[src/rtl/triangle_generator.sv]
// triangle_generator
//   AXI4-Stream master producing a signed triangle ramp between a latched low
//   and high turning point. Each sample is held for 2^log_hold beats; tlast
//   marks the final beat of every turning-point sample. Configuration is
//   latched on leaving IDLE and ignored while running.
//
// Ports
//   SYS_aclk         clock, rising edge
//   SYS_aresetn      asynchronous active-low reset
//   TG_enable        run request (sampled in IDLE and on every beat)
//   TG_low/TG_high   signed turning points (low < high required)
//   TG_step          unsigned increment per sample (non-zero required)
//   TG_log_hold      log2 of beats per sample
//   M_AXIS_tdata     current sample
//   M_AXIS_tvalid    sample valid
//   M_AXIS_tready    consumer ready
//   M_AXIS_tlast     last beat of a turning-point sample
//   TG_period_count  completed full periods, wraps modulo 2^16
module triangle_generator #(
   parameter int AXIS_TDATA_WIDTH = 32
) (
   input  logic                        SYS_aclk,
   input  logic                        SYS_aresetn,
   input  logic                        TG_enable,
   input  logic [AXIS_TDATA_WIDTH-1:0] TG_low,
   input  logic [AXIS_TDATA_WIDTH-1:0] TG_high,
   input  logic [15:0]                 TG_step,
   input  logic [4:0]                  TG_log_hold,
   output logic [AXIS_TDATA_WIDTH-1:0] M_AXIS_tdata,
   output logic                        M_AXIS_tvalid,
   input  logic                        M_AXIS_tready,
   output logic                        M_AXIS_tlast,
   output logic [15:0]                 TG_period_count
);

   localparam int W = AXIS_TDATA_WIDTH;

   typedef enum logic [1:0] {
      IDLE,
      UP,
      DOWN
   } state_t;

   state_t          state, state_nx;
   logic [W-1:0]    low_q, low_nx, high_q, high_nx;
   logic [15:0]     step_q, step_nx;
   logic [4:0]      log_q, log_nx;
   logic [31:0]     hold_q, hold_nx;
   logic [W-1:0]    data_nx;
   logic            valid_nx, last_nx;
   logic [15:0]     period_nx;

   logic            beat, cfg_ok, terminal, turning;
   logic [31:0]     hold_max;
   logic signed [W:0] sum_up, sum_dn, low_x, high_x;

   assign beat     = M_AXIS_tvalid && M_AXIS_tready;
   assign cfg_ok   = ($signed(TG_low) < $signed(TG_high)) && (TG_step != 16'd0);
   assign hold_max = ~({32{1'b1}} << log_q);
   assign terminal = (hold_q == hold_max);
   assign turning  = (M_AXIS_tdata == low_q) || (M_AXIS_tdata == high_q);

   // One extra bit so the ramp can overshoot the limits without wrapping
   // before it is clamped to the turning point.
   assign sum_up = $signed({M_AXIS_tdata[W-1], M_AXIS_tdata}) + $signed({{(W-15){1'b0}}, step_q});
   assign sum_dn = $signed({M_AXIS_tdata[W-1], M_AXIS_tdata}) - $signed({{(W-15){1'b0}}, step_q});
   assign low_x  = $signed({low_q[W-1], low_q});
   assign high_x = $signed({high_q[W-1], high_q});

   always_comb begin
      state_nx  = state;
      low_nx    = low_q;
      high_nx   = high_q;
      step_nx   = step_q;
      log_nx    = log_q;
      hold_nx   = hold_q;
      data_nx   = M_AXIS_tdata;
      valid_nx  = M_AXIS_tvalid;
      last_nx   = M_AXIS_tlast;
      period_nx = TG_period_count;

      case (state)
         IDLE: begin
            valid_nx = 1'b0;
            last_nx  = 1'b0;
            if (TG_enable && cfg_ok) begin
               low_nx   = TG_low;
               high_nx  = TG_high;
               step_nx  = TG_step;
               log_nx   = TG_log_hold;
               data_nx  = TG_low;
               hold_nx  = '0;
               valid_nx = 1'b1;
               last_nx  = (TG_log_hold == 5'd0);
               state_nx = UP;
            end
         end
         UP, DOWN: begin
            if (beat) begin
               if (!TG_enable) begin
                  // The accepted beat completes; nothing new is presented.
                  valid_nx = 1'b0;
                  last_nx  = 1'b0;
                  hold_nx  = '0;
                  state_nx = IDLE;
               end else if (terminal) begin
                  hold_nx = '0;
                  if (state == UP) begin
                     if (sum_up >= high_x) begin
                        data_nx  = high_q;
                        state_nx = DOWN;
                     end else begin
                        data_nx = sum_up[W-1:0];
                     end
                  end else begin
                     if (sum_dn <= low_x) begin
                        data_nx   = low_q;
                        state_nx  = UP;
                        period_nx = TG_period_count + 16'd1;
                     end else begin
                        data_nx = sum_dn[W-1:0];
                     end
                  end
                  // A fresh sample's first beat is terminal only when unheld.
                  last_nx = (log_q == 5'd0) && ((data_nx == low_q) || (data_nx == high_q));
               end else begin
                  hold_nx = hold_q + 32'd1;
                  last_nx = turning && ((hold_q + 32'd1) == hold_max);
               end
            end
         end
         default: begin
            state_nx = IDLE;
            valid_nx = 1'b0;
            last_nx  = 1'b0;
         end
      endcase
   end

   always_ff @(posedge SYS_aclk or negedge SYS_aresetn) begin
      if (!SYS_aresetn) begin
         state           <= IDLE;
         low_q           <= '0;
         high_q          <= '0;
         step_q          <= '0;
         log_q           <= '0;
         hold_q          <= '0;
         M_AXIS_tdata    <= '0;
         M_AXIS_tvalid   <= 1'b0;
         M_AXIS_tlast    <= 1'b0;
         TG_period_count <= '0;
      end else begin
         state           <= state_nx;
         low_q           <= low_nx;
         high_q          <= high_nx;
         step_q          <= step_nx;
         log_q           <= log_nx;
         hold_q          <= hold_nx;
         M_AXIS_tdata    <= data_nx;
         M_AXIS_tvalid   <= valid_nx;
         M_AXIS_tlast    <= last_nx;
         TG_period_count <= period_nx;
      end
   end

endmodule
[config.mk]
export PLATFORM = sky130hd
export DESIGN_NAME = triangle_generator
export DESIGN_NICKNAME = d
export VERILOG_FILES = /design/src/rtl/triangle_generator.sv
export SDC_FILE = /design/constraint.sdc
export NUM_CORES = 1
export LEC_CHECK = 0
export CAP_MARGIN = 20
export CORE_MARGIN = 10
export CORE_UTILIZATION = 45
export CTS_BUF_LIST = sky130_fd_sc_hd__clkbuf_8
export DETAILED_ROUTE_END_ITERATION = 8
export GPL_TIMING_DRIVEN = 0
export PLACE_DENSITY = 0.66
export SYNTH_ARGS = -nofsm -noshare
export SYNTH_HDL_FRONTEND = slang
export SYNTH_SLANG_ARGS = --single-unit
[constraint.sdc]
create_clock -name SYS_aclk -period 12.7 [get_ports SYS_aclk]
set_input_delay 2.54 -clock SYS_aclk [delete_from_list [all_inputs] [get_ports SYS_aclk]]
set_output_delay 2.54 -clock SYS_aclk [all_outputs]
set_load 0.01 [all_outputs]
### Yosys cells after proc, flatten, opt, wreduce, memory -nomap -nowiden

Cells that the tools add are included.
Widths: inputs -> output; s select.

| word-level totals | value |
|---|---|
| output and inout bits | 50 |
| register bits after elaboration | 169 |
| logic and storage cells | 89 |

| cells by class | value |
|---|---|
| add/subtract/negate cells | 4 |
| shift operators | 1 |
| eq/ne operators | 16 |
| reduce and logical (&&, ||, !) cells | 19 |
| bitwise operators | 2 |
| multiplexer cells | 34 |
| magnitude comparators | 3 |

Operators with widths:

| operator | count |
|---|---|
| $mux 32 | 15 |
| $eq 32x32->1 | 6 |
| $pmux 32 s2 | 2 |
| $add 32x17->33 | 1 |
| $ge 33x32->1 | 1 |
| $le 33x32->1 | 1 |
| $sub 32x17->33 | 1 |
| $add 32x1->32 const B | 1 |
| $lt 32x32->1 | 1 |
| $not 32->32 | 1 |
| $shl 32x5->32 const A | 1 |
| $add 16x1->16 const B | 1 |
| $reduce_bool 16->1 | 1 |
| $mux 2 | 7 |
| $logic_not 5->1 | 2 |
| $ne 2x2->1 const B | 5 |
| $reduce_and 5->1 | 2 |
| $ne 4x4->1 const B | 2 |
| $mux 1 | 7 |
| $reduce_and 6->1 | 1 |
| $logic_and 1x1->1 | 5 |
| $pmux 1 s2 | 2 |
| $pmux 2 s2 | 1 |
| $reduce_and 2->1 | 2 |
| 9 further kinds | 10 |

### Depth between registers and ports, before layout

| logic depth | value |
|---|---|
| word-level depth | 15 |
| gate-level depth with buffers | 27 |
| depth with buffers taken out | 24 |

### Least setup slack after synthesis

OpenSTA, ideal clock, no wires.

| timing path | value |
|---|---|
| path kind | reg-to-reg |
| start point | register M_AXIS_tdata[2] |
| end point | register M_AXIS_tlast |
| setup time | 0.066 ns |
| buffers on the path | 2 |
| path slack | 7.026 ns |
| data required time | 12.634 ns |
| arrival time | 5.608 ns |
| stages on the path, launching flop included | 24 |
| path through | dfrtp_1 ha_1 buf_6 nand2b_1 a2111o_1 a21oi_2 o31ai_2 a21oi_4 nand4_1 xnor2_1 ha_1 a21o_1 a2111o_1 a41oi_1 a22oi_1 nor3_2 buf_4 mux2i_1 xnor2_1 a211o_1 a2111oi_0 nand4_1 o31ai_1 a31o_1 |

| on the way | value |
|---|---|
| word-level cells in the longest chain between the ends | 15 |
| elaborated cells between the ends (all ways) | 23 |
| those cells by class | 2 x add/sub; 2 x order compare; 4 x eq/ne; 11 x mux; 4 x reduce/logical |

Ends and longest elaborated chain:

| element | line | RTL |
|---|---|---|
| from (decl) | 29 | `output logic [AXIS_TDATA_WIDTH-1:0] M_AXIS_tdata,` |
| from (signal assigned) | 159 | `M_AXIS_tdata <= data_nx;` |
| $sub 32x17->33 / $add 32x17->33 (equally long branches) | 66, 65 |  |
| $le 33x32->1 / $ge 33x32->1 (equally long branches) | 116, 109 |  |
| $mux 32 (on tied branches) | 116, 109 |  |
| $mux 32 | 108 | `if (state == UP) begin` |
| $mux 32 | 106 | `end else if (terminal) begin` |
| $mux 32 | 100 | `if (!TG_enable) begin` |
| $mux 32 | 99 | `if (beat) begin` |
| $mux 32 | 82 | `case (state)` |
| $eq 32x32->1 | 125 | `last_nx = (log_q == 5'd0) && ((data_nx == low_q) \|\| (data_nx == high_q));` |
| $logic_or 1x1->1 | 125 |  |
| $logic_and 1x1->1 | 125 |  |
| $mux 1 (*) | 106 |  |
| $mux 1 (*) | 100 |  |
| $mux 1 (*) | 99 |  |
| $pmux 1 s2 (*) | 82 |  |
| to (signal assigned) | 161 | `M_AXIS_tlast <= last_nx;` |
| to (decl) | 32 | `output logic M_AXIS_tlast,` |

Every way passes the cells marked *; elsewhere a longest branch is shown, timed or not. The select of a mux whose other input is x is not followed.
A chain may end at the register's enable or synchronous reset.

### Worst setup path after layout

| timing path | value |
|---|---|
| start point | register M_AXIS_tdata[10] |
| end point | register M_AXIS_tdata[22] |

| on the way | value |
|---|---|
| word-level cells in the longest chain between the ends | 12 |
| elaborated cells between the ends (all ways) | 15 |
| those cells by class | 2 x add/sub; 2 x order compare; 11 x mux |

Ends and longest elaborated chain:

| element | line |
|---|---|
| $sub 32x17->33 / $add 32x17->33 (equally long branches) | 66, 65 |
| $le 33x32->1 / $ge 33x32->1 (equally long branches) | 116, 109 |
| $mux 32 (on tied branches) | 116, 109 |
| $mux 32 (*) | 108 |
| $mux 32 (*) | 106 |
| $mux 32 (*) | 100 |
| $mux 32 (*) | 99 |
| $mux 32 (*) | 82 |
| $mux 32 (*) | 106 |
| $mux 32 (*) | 100 |
| $mux 32 (*) | 99 |
| $pmux 32 s2 (*) | 82 |

Marked as above.

==> results.toml <==
[timing]
finalCriticalPeriod_ps = 9120
tns_ps = 0
setup_viol = 0
maxSlewViolCount = 0
fmax_mhz = 110
post-route-period-util_pct = 71.8
max-slew-margin-rel_pct = 18.1
rsz0062_at_grt = "false"
fin_skew_ps = 26.8
final-hold-violation-count = 0
worst_slew_pin_slew_ps = 1200
fin_ws_ps = 3580

[grt]
first_global_vias = 18049
grt_max_degree = 107
grt_pass1_wl_um = 127000
track_usage_pct = 37.1
antenna_found_initial = 2
gr-total-overflow = 0

[setup_path]
reg2reg_from = "M_AXIS_tdata[10]"
critPathCaptureType = "flop"
crit_fanout = 10
cp-start-kind = "flop"
critPathRequiredTime_ps = 13190
cp_top_family = "compound AO/OA/AOI/OAI gates"
critPathSlowestCell = "a311oi_1"
cp.arrival_ps = 9610
crit_type = "reg2reg"
crit_chain = "ha_1 -> buf_2 -> a21oi_1 -> o31ai_1 -> o41ai_2 -> o21ai_1 -> a311oi_1 -> xnor2_1 -> inv_1 -> ha_1 -> nand3_1 -> nor3_1 -> nand4_1 -> o21ai_1 -> inv_1 -> nand2_1 -> buf_2 -> buf_1 -> buf_1 -> a211oi_1 -> o21ai_0 -> o21ai_0 -> mux2_2"
slowest_delay_ps = 810
path_buf_inv = 6
startpoint = "M_AXIS_tdata[10]"

[detailed_routing]
num_vias = 19091
drt_iter0_drc = 2570
routedWlPerCell_um = 31.3
vias_per_cell = 6.61
routed_wl_um = 90400
antenna_left = 0
firstDrtPassIters = 8
drc = 0

[cts]
cts.clk_slew.worst_paths_ps = 110
tritoncts = "yes"
clock-root-buffer = "clkbuf_8"
cts.htree.levels = 4
numCtsBuffers = 17
clock_latency_ps = 610
cts_setup_buffers = 0
clk_path_buf_depth = 2
ctsHoldBuffers = 0
ctsResizeCount = 0
clkSinkCount = 169

[placed_design]
place.gp.congestion = 1.11
port_buffers = 137
place_ws_ps = 4090
dp_hpwl_um = 72500
dp_cells = 2856

[floorplan]
core_area_um2 = 38700
io_pins = 139
dieHeight_um = 218
fp-row-count = 72
dieArea_um2 = 47500
start_util_pct = 45.5
die_w_um = 218

[synthesis]
synthesis.area_um2 = 17600
synth_nets = 2421
syn_avg_cell_area_um2 = 8.03
synth_seq_cells = 169
ys_async_sr_fraction_pct = 100
ys_warn_count = 0
yosysSeqAreaShare_pct = 24.0
synthCells = 2196
synth_flop_cell = "dfrtp_1"
synth_edf_count = 0
synth_cell_types = 96

[cells_and_area]
layout-drive-gt1-share_pct = 7.34
layout_commonest_cell = "inv_1"
fin_cells = 2890
most-common-layout-cells = "inv_1, dfrtp_1, nand2_1"
syn_to_final_growth_pct = 14.1
utilization_pct = 52.0
finish.net_count = 2583

[flow_run]
cap_violations = 0

[status]
status = "completed"

[min_path]
hold_path_class = "reg2reg"
min_from = "TG_period_count[15]"
==> path summary, 6_finish.rpt <==
check,end,slack (ps),cells past startpoint
max,M_AXIS_tdata[22],3580,23
min,TG_period_count[15],480,1
max in group asynchronous,hold_q[24],9790,2
min reg2reg,TG_period_count[15],480,1
max reg2reg,M_AXIS_tdata[22],3580,23
min in group asynchronous,high_q[11],2000,1
==> per-layer routing <==
| metal | track usage (%) | wire length (um) | vias to the layer above |
|---|---|---|---|
| met5 | 0 | 0 | - |
| met3 | 10.5 | 10500 | 231 |
| met2 | 54.1 | 38000 | 1254 |
| met1 | 49.2 | 37200 | 9356 |
| li1 | - | - | 8250 |
| met4 | 18.7 | 4700 | 0 |
==> kinds of logic (layout without fill, tap and decap cells) <==
group	count (synthesis)	after routing	synth area share, %
adder cells (fa/ha/maj)	136	136	9.73
AND/OR/NAND/NOR	618	618	17.5
buffers and inverters	321	496	7.21
flip-flops	169	169	24.0
other	0	1	0
AO/OA/AOI/OAI	597	597	22.2
XOR/XNOR	247	247	12.7
multiplexers	108	108	6.67
==> state kept, by name, indices dropped and copies added, names as in the netlist <==
signal and flops:
M_AXIS_tdata 32, high_q 32, hold_q 32, low_q 32
TG_period_count 16, step_q 16, log_q 5, state 2
M_AXIS_tlast 1, M_AXIS_tvalid 1
==> synth_stat cells, types with 11 or more instances <==
master     number  share of area [%]
xor2_1        114                5.7
o21ai_1        11               0.31
nor2b_1        21               0.74
o211ai_1       33                1.4
nand2b_1       19               0.67
buf_1          11               0.23
clkbuf_1      109                2.3
a2111oi_0      11               0.55
nor2_1        141                3.0
inv_1         169                3.6
nor4_1         45                1.6
a31oi_1        29                1.0
a211oi_1       20               0.85
o21ai_0       137                3.9
nand2_1       161                3.4
mux2i_1        34                1.9
ha_1          134                9.5
and2_1         11               0.39
xnor2_1       128                6.4
buf_2          21               0.60
o31ai_1        45                1.9
nor3_1         35               0.99
a21oi_1       150                4.3
mux2_2         73                4.7
dfrtp_1       169                 24
o22ai_1        12               0.43
a21o_1         31                1.3
nand3_1        57                1.6
and3_1         21               0.74
nand4_1        53                1.9
==> final cells by class <==
| class | instances | area, um2 |
|---|---|---|
| plain buffers | 147 | 619 |
| diodes | 1 | 2.50 |
| clock inverters | 14 | 148 |
| well taps | 518 | 648 |
| multi-input cells | 1706 | 12100 |
| clock buffers | 18 | 248 |
| inverters | 174 | 653 |
| repair buffers | 143 | 1440 |
| fillers | 3799 | 18600 |
| flip-flops and latches | 169 | 4230 |
==> per-stage QoR <==
| step | hold WS [ps] | cell area [um2] |
|---|---|---|
| finish | 479 | 20100 |
| global route | 509 | 20100 |
| global placement | 462 | 19700 |
| floorplan | 472 | 17600 |
| CTS | 483 | 20100 |
| detailed placement | 471 | 19700 |
Power is not shown: default switching activity piles up to over one toggle a cycle in this logic, so the estimate is an artifact.
==> patch, RTL diff (same flow settings) <==
Reset style: synchronous (`SYS_aresetn`), changed in one clocked block. Comments in the files are not updated.
--- a/src/rtl/triangle_generator.sv
+++ b/src/rtl/triangle_generator.sv
@@ -138,5 +138,5 @@
    end
 
-   always_ff @(posedge SYS_aclk or negedge SYS_aresetn) begin
+   always_ff @(posedge SYS_aclk) begin
       if (!SYS_aresetn) begin
          state           <= IDLE;
Behaviour: differs if SYS_aresetn is asserted again (counterexample within 4 cycles, from zero or initial values and one cycle with SYS_aresetn low); with SYS_aresetn held inactive, the same outputs for 4 cycles.
==> patch against the unedited design <==
- the run now ends with design-rule violations left
- global-route usage is 0.85 points higher
- clock skew is 9.2 ps lower
- synthesized cell count is 12% higher
- wire length is 8.9% higher
- core utilization is 0.54 points lower
- critical path depth stayed put
- synthesized area is 4.8% higher
- hold slack better by 48 ps
- die area is 4.3% higher
- worst setup slack better by 64 ps
- sequential cell count stayed put
- final area is 4.1% higher
Power is left out: the tool's default activity adds up to more than one toggle a clock period on the data nets, which glitch-free logic cannot reach.
==> patch: results (changes against the unedited design) <==
data arrival time of the worst path 9540 ps (was 9610 ps); DR vias 21100 (was 19100); # resized after CTS 0 (unchanged); outcome finished with violations (was finished, final reports clean); layout cells sized above 1 6.17% (was 7.34%); register area share after synthesis 18.3% (was 24.0%); Hold Crit Endpoint state[0] (was TG_period_count[15]); DRT iter0 DRCs 3399 (was 2570); async set-reset flop share out of synthesis 0% (was 100%); fillcell total 4046 (was 3799); R2R Path End M_AXIS_tlast (was M_AXIS_tdata[22]); initial antenna violation count 3 (was 2); H-tree levels 4 (unchanged); RePlAce Congestion 1.04 (was 1.11); hold path cells 2 (was 1); min-delay src state[0] (was TG_period_count[15]); Nets 2836 (was 2583); DP Cell Count 3123 (was 2856); Post-synth top cells nand2_1 (199), nor2_1 (180), dfxtp_1 (169) (was dfrtp_1 (169), inv_1 (169), nand2_1 (161)); first-pass GRT wire length 139 mm (was 127 mm); largest net degree at the start of global routing 19 (was 107); max incr delay on CP 830 ps (was 810 ps); Yosys cell types 113 (was 96); Mean Syn Cell Area 7.53 µm² (was 8.03 µm²); Residual DRC 12 (was 0); HPWL Detailed 79.6 mm (was 72.5 mm); failing checks design-rule violations; dpl ws 3840 ps (was 4090 ps); largest fanout on the critical path 10 (unchanged); syn nets 2679 (was 2421); Worst R2R Start M_AXIS_tdata[1] (was M_AXIS_tdata[10]); vias in the first global route 19700 (was 18000); Non-Filler Instances 3156 (was 2890); Root Driver clkbuf_8 (unchanged); slowest stage cell, crit path dfxtp_1 (was a311oi_1); Max-slew headroom 24.8% (was 18.1%); worst hold-check slack 527 ps (was 479 ps); First-pass DRT Iterations 9 (was 8); total CTS buffers 17 (unchanged); gr usage total 38.0% (was 37.1%); routed wire length 98.4 mm (was 90.4 mm); Antenna Cells 0 (was 1); clk_skew 17.5 ps (was 26.8 ps); main area contributors after synthesis dfxtp_1 (18%), ha_1 (9.1%), xnor2_1 (6.4%) (was dfrtp_1 (24%), ha_1 (9.5%), xnor2_1 (6.4%))
==> patch: cell count changes in the layout (fill, tap and decap cells not counted), sizes merged, moves of 40 or more <==
cell and delta:
dfrtp -169, o21ai -54, dfxtp +169, nor2b +84, mux2 -63, mux2i +53
nor2 +40
==> patch: layer usage <==
metal / vias up / wire (µm) / GRT usage (%)
met4: 4 / 6080 / 21.6
met1: 10000 / 40200 / 50.4
met3: 353 / 12900 / 11.5
met2: 1634 / 39100 / 53.3
met5: - / 46 / 0
li1: 9085 / - / -
==> patch: cells by family after synthesis <==
family,synth area share (%)
xor gates and xnor gates,11.3
DFF,18.3
buffers and inverters,7.43
muxes,5.38
and+or+nand+nor,24.6
adders and majority gates,9.29
AOI/OAI and AO/OA,23.8
==> patch: through the flow <==
step                area (µm²)  util (%)
CTS                      20900      51.4
detailed placement       20500      50.4
floorplan                18500         -
finish                   20900      51.4
global placement         20500      50.4
global route             20900      51.4
==> patch: cell type report <==
type / instances / area, µm² / area share, %
plain buffers: 177 / 759 / 3.63
well taps: 532 / 666 / 3.18
multi-input cells: 1945 / 13700 / 65.5
clock buffers: 17 / 234 / 1.12
clock inverters: 15 / 184 / 0.878
inverters: 163 / 613 / 2.93
repair buffers: 138 / 1380 / 6.61
flip-flops and latches: 169 / 3380 / 16.2
==> patch: how the worst max path moves through the flow <==
stage / start / to / slack, ps / depth (start not counted)
floorplan: M_AXIS_tdata[4] / M_AXIS_tlast / 7270 / 22
global placement: M_AXIS_tdata[11] / M_AXIS_tlast / 3770 / 22
detailed placement: M_AXIS_tdata[1] / M_AXIS_tlast / 3840 / 22
CTS: M_AXIS_tdata[1] / M_AXIS_tlast / 3750 / 22
global route: M_AXIS_tdata[0] / M_AXIS_tlast / 3550 / 25
finish: M_AXIS_tdata[1] / M_AXIS_tlast / 3650 / 23
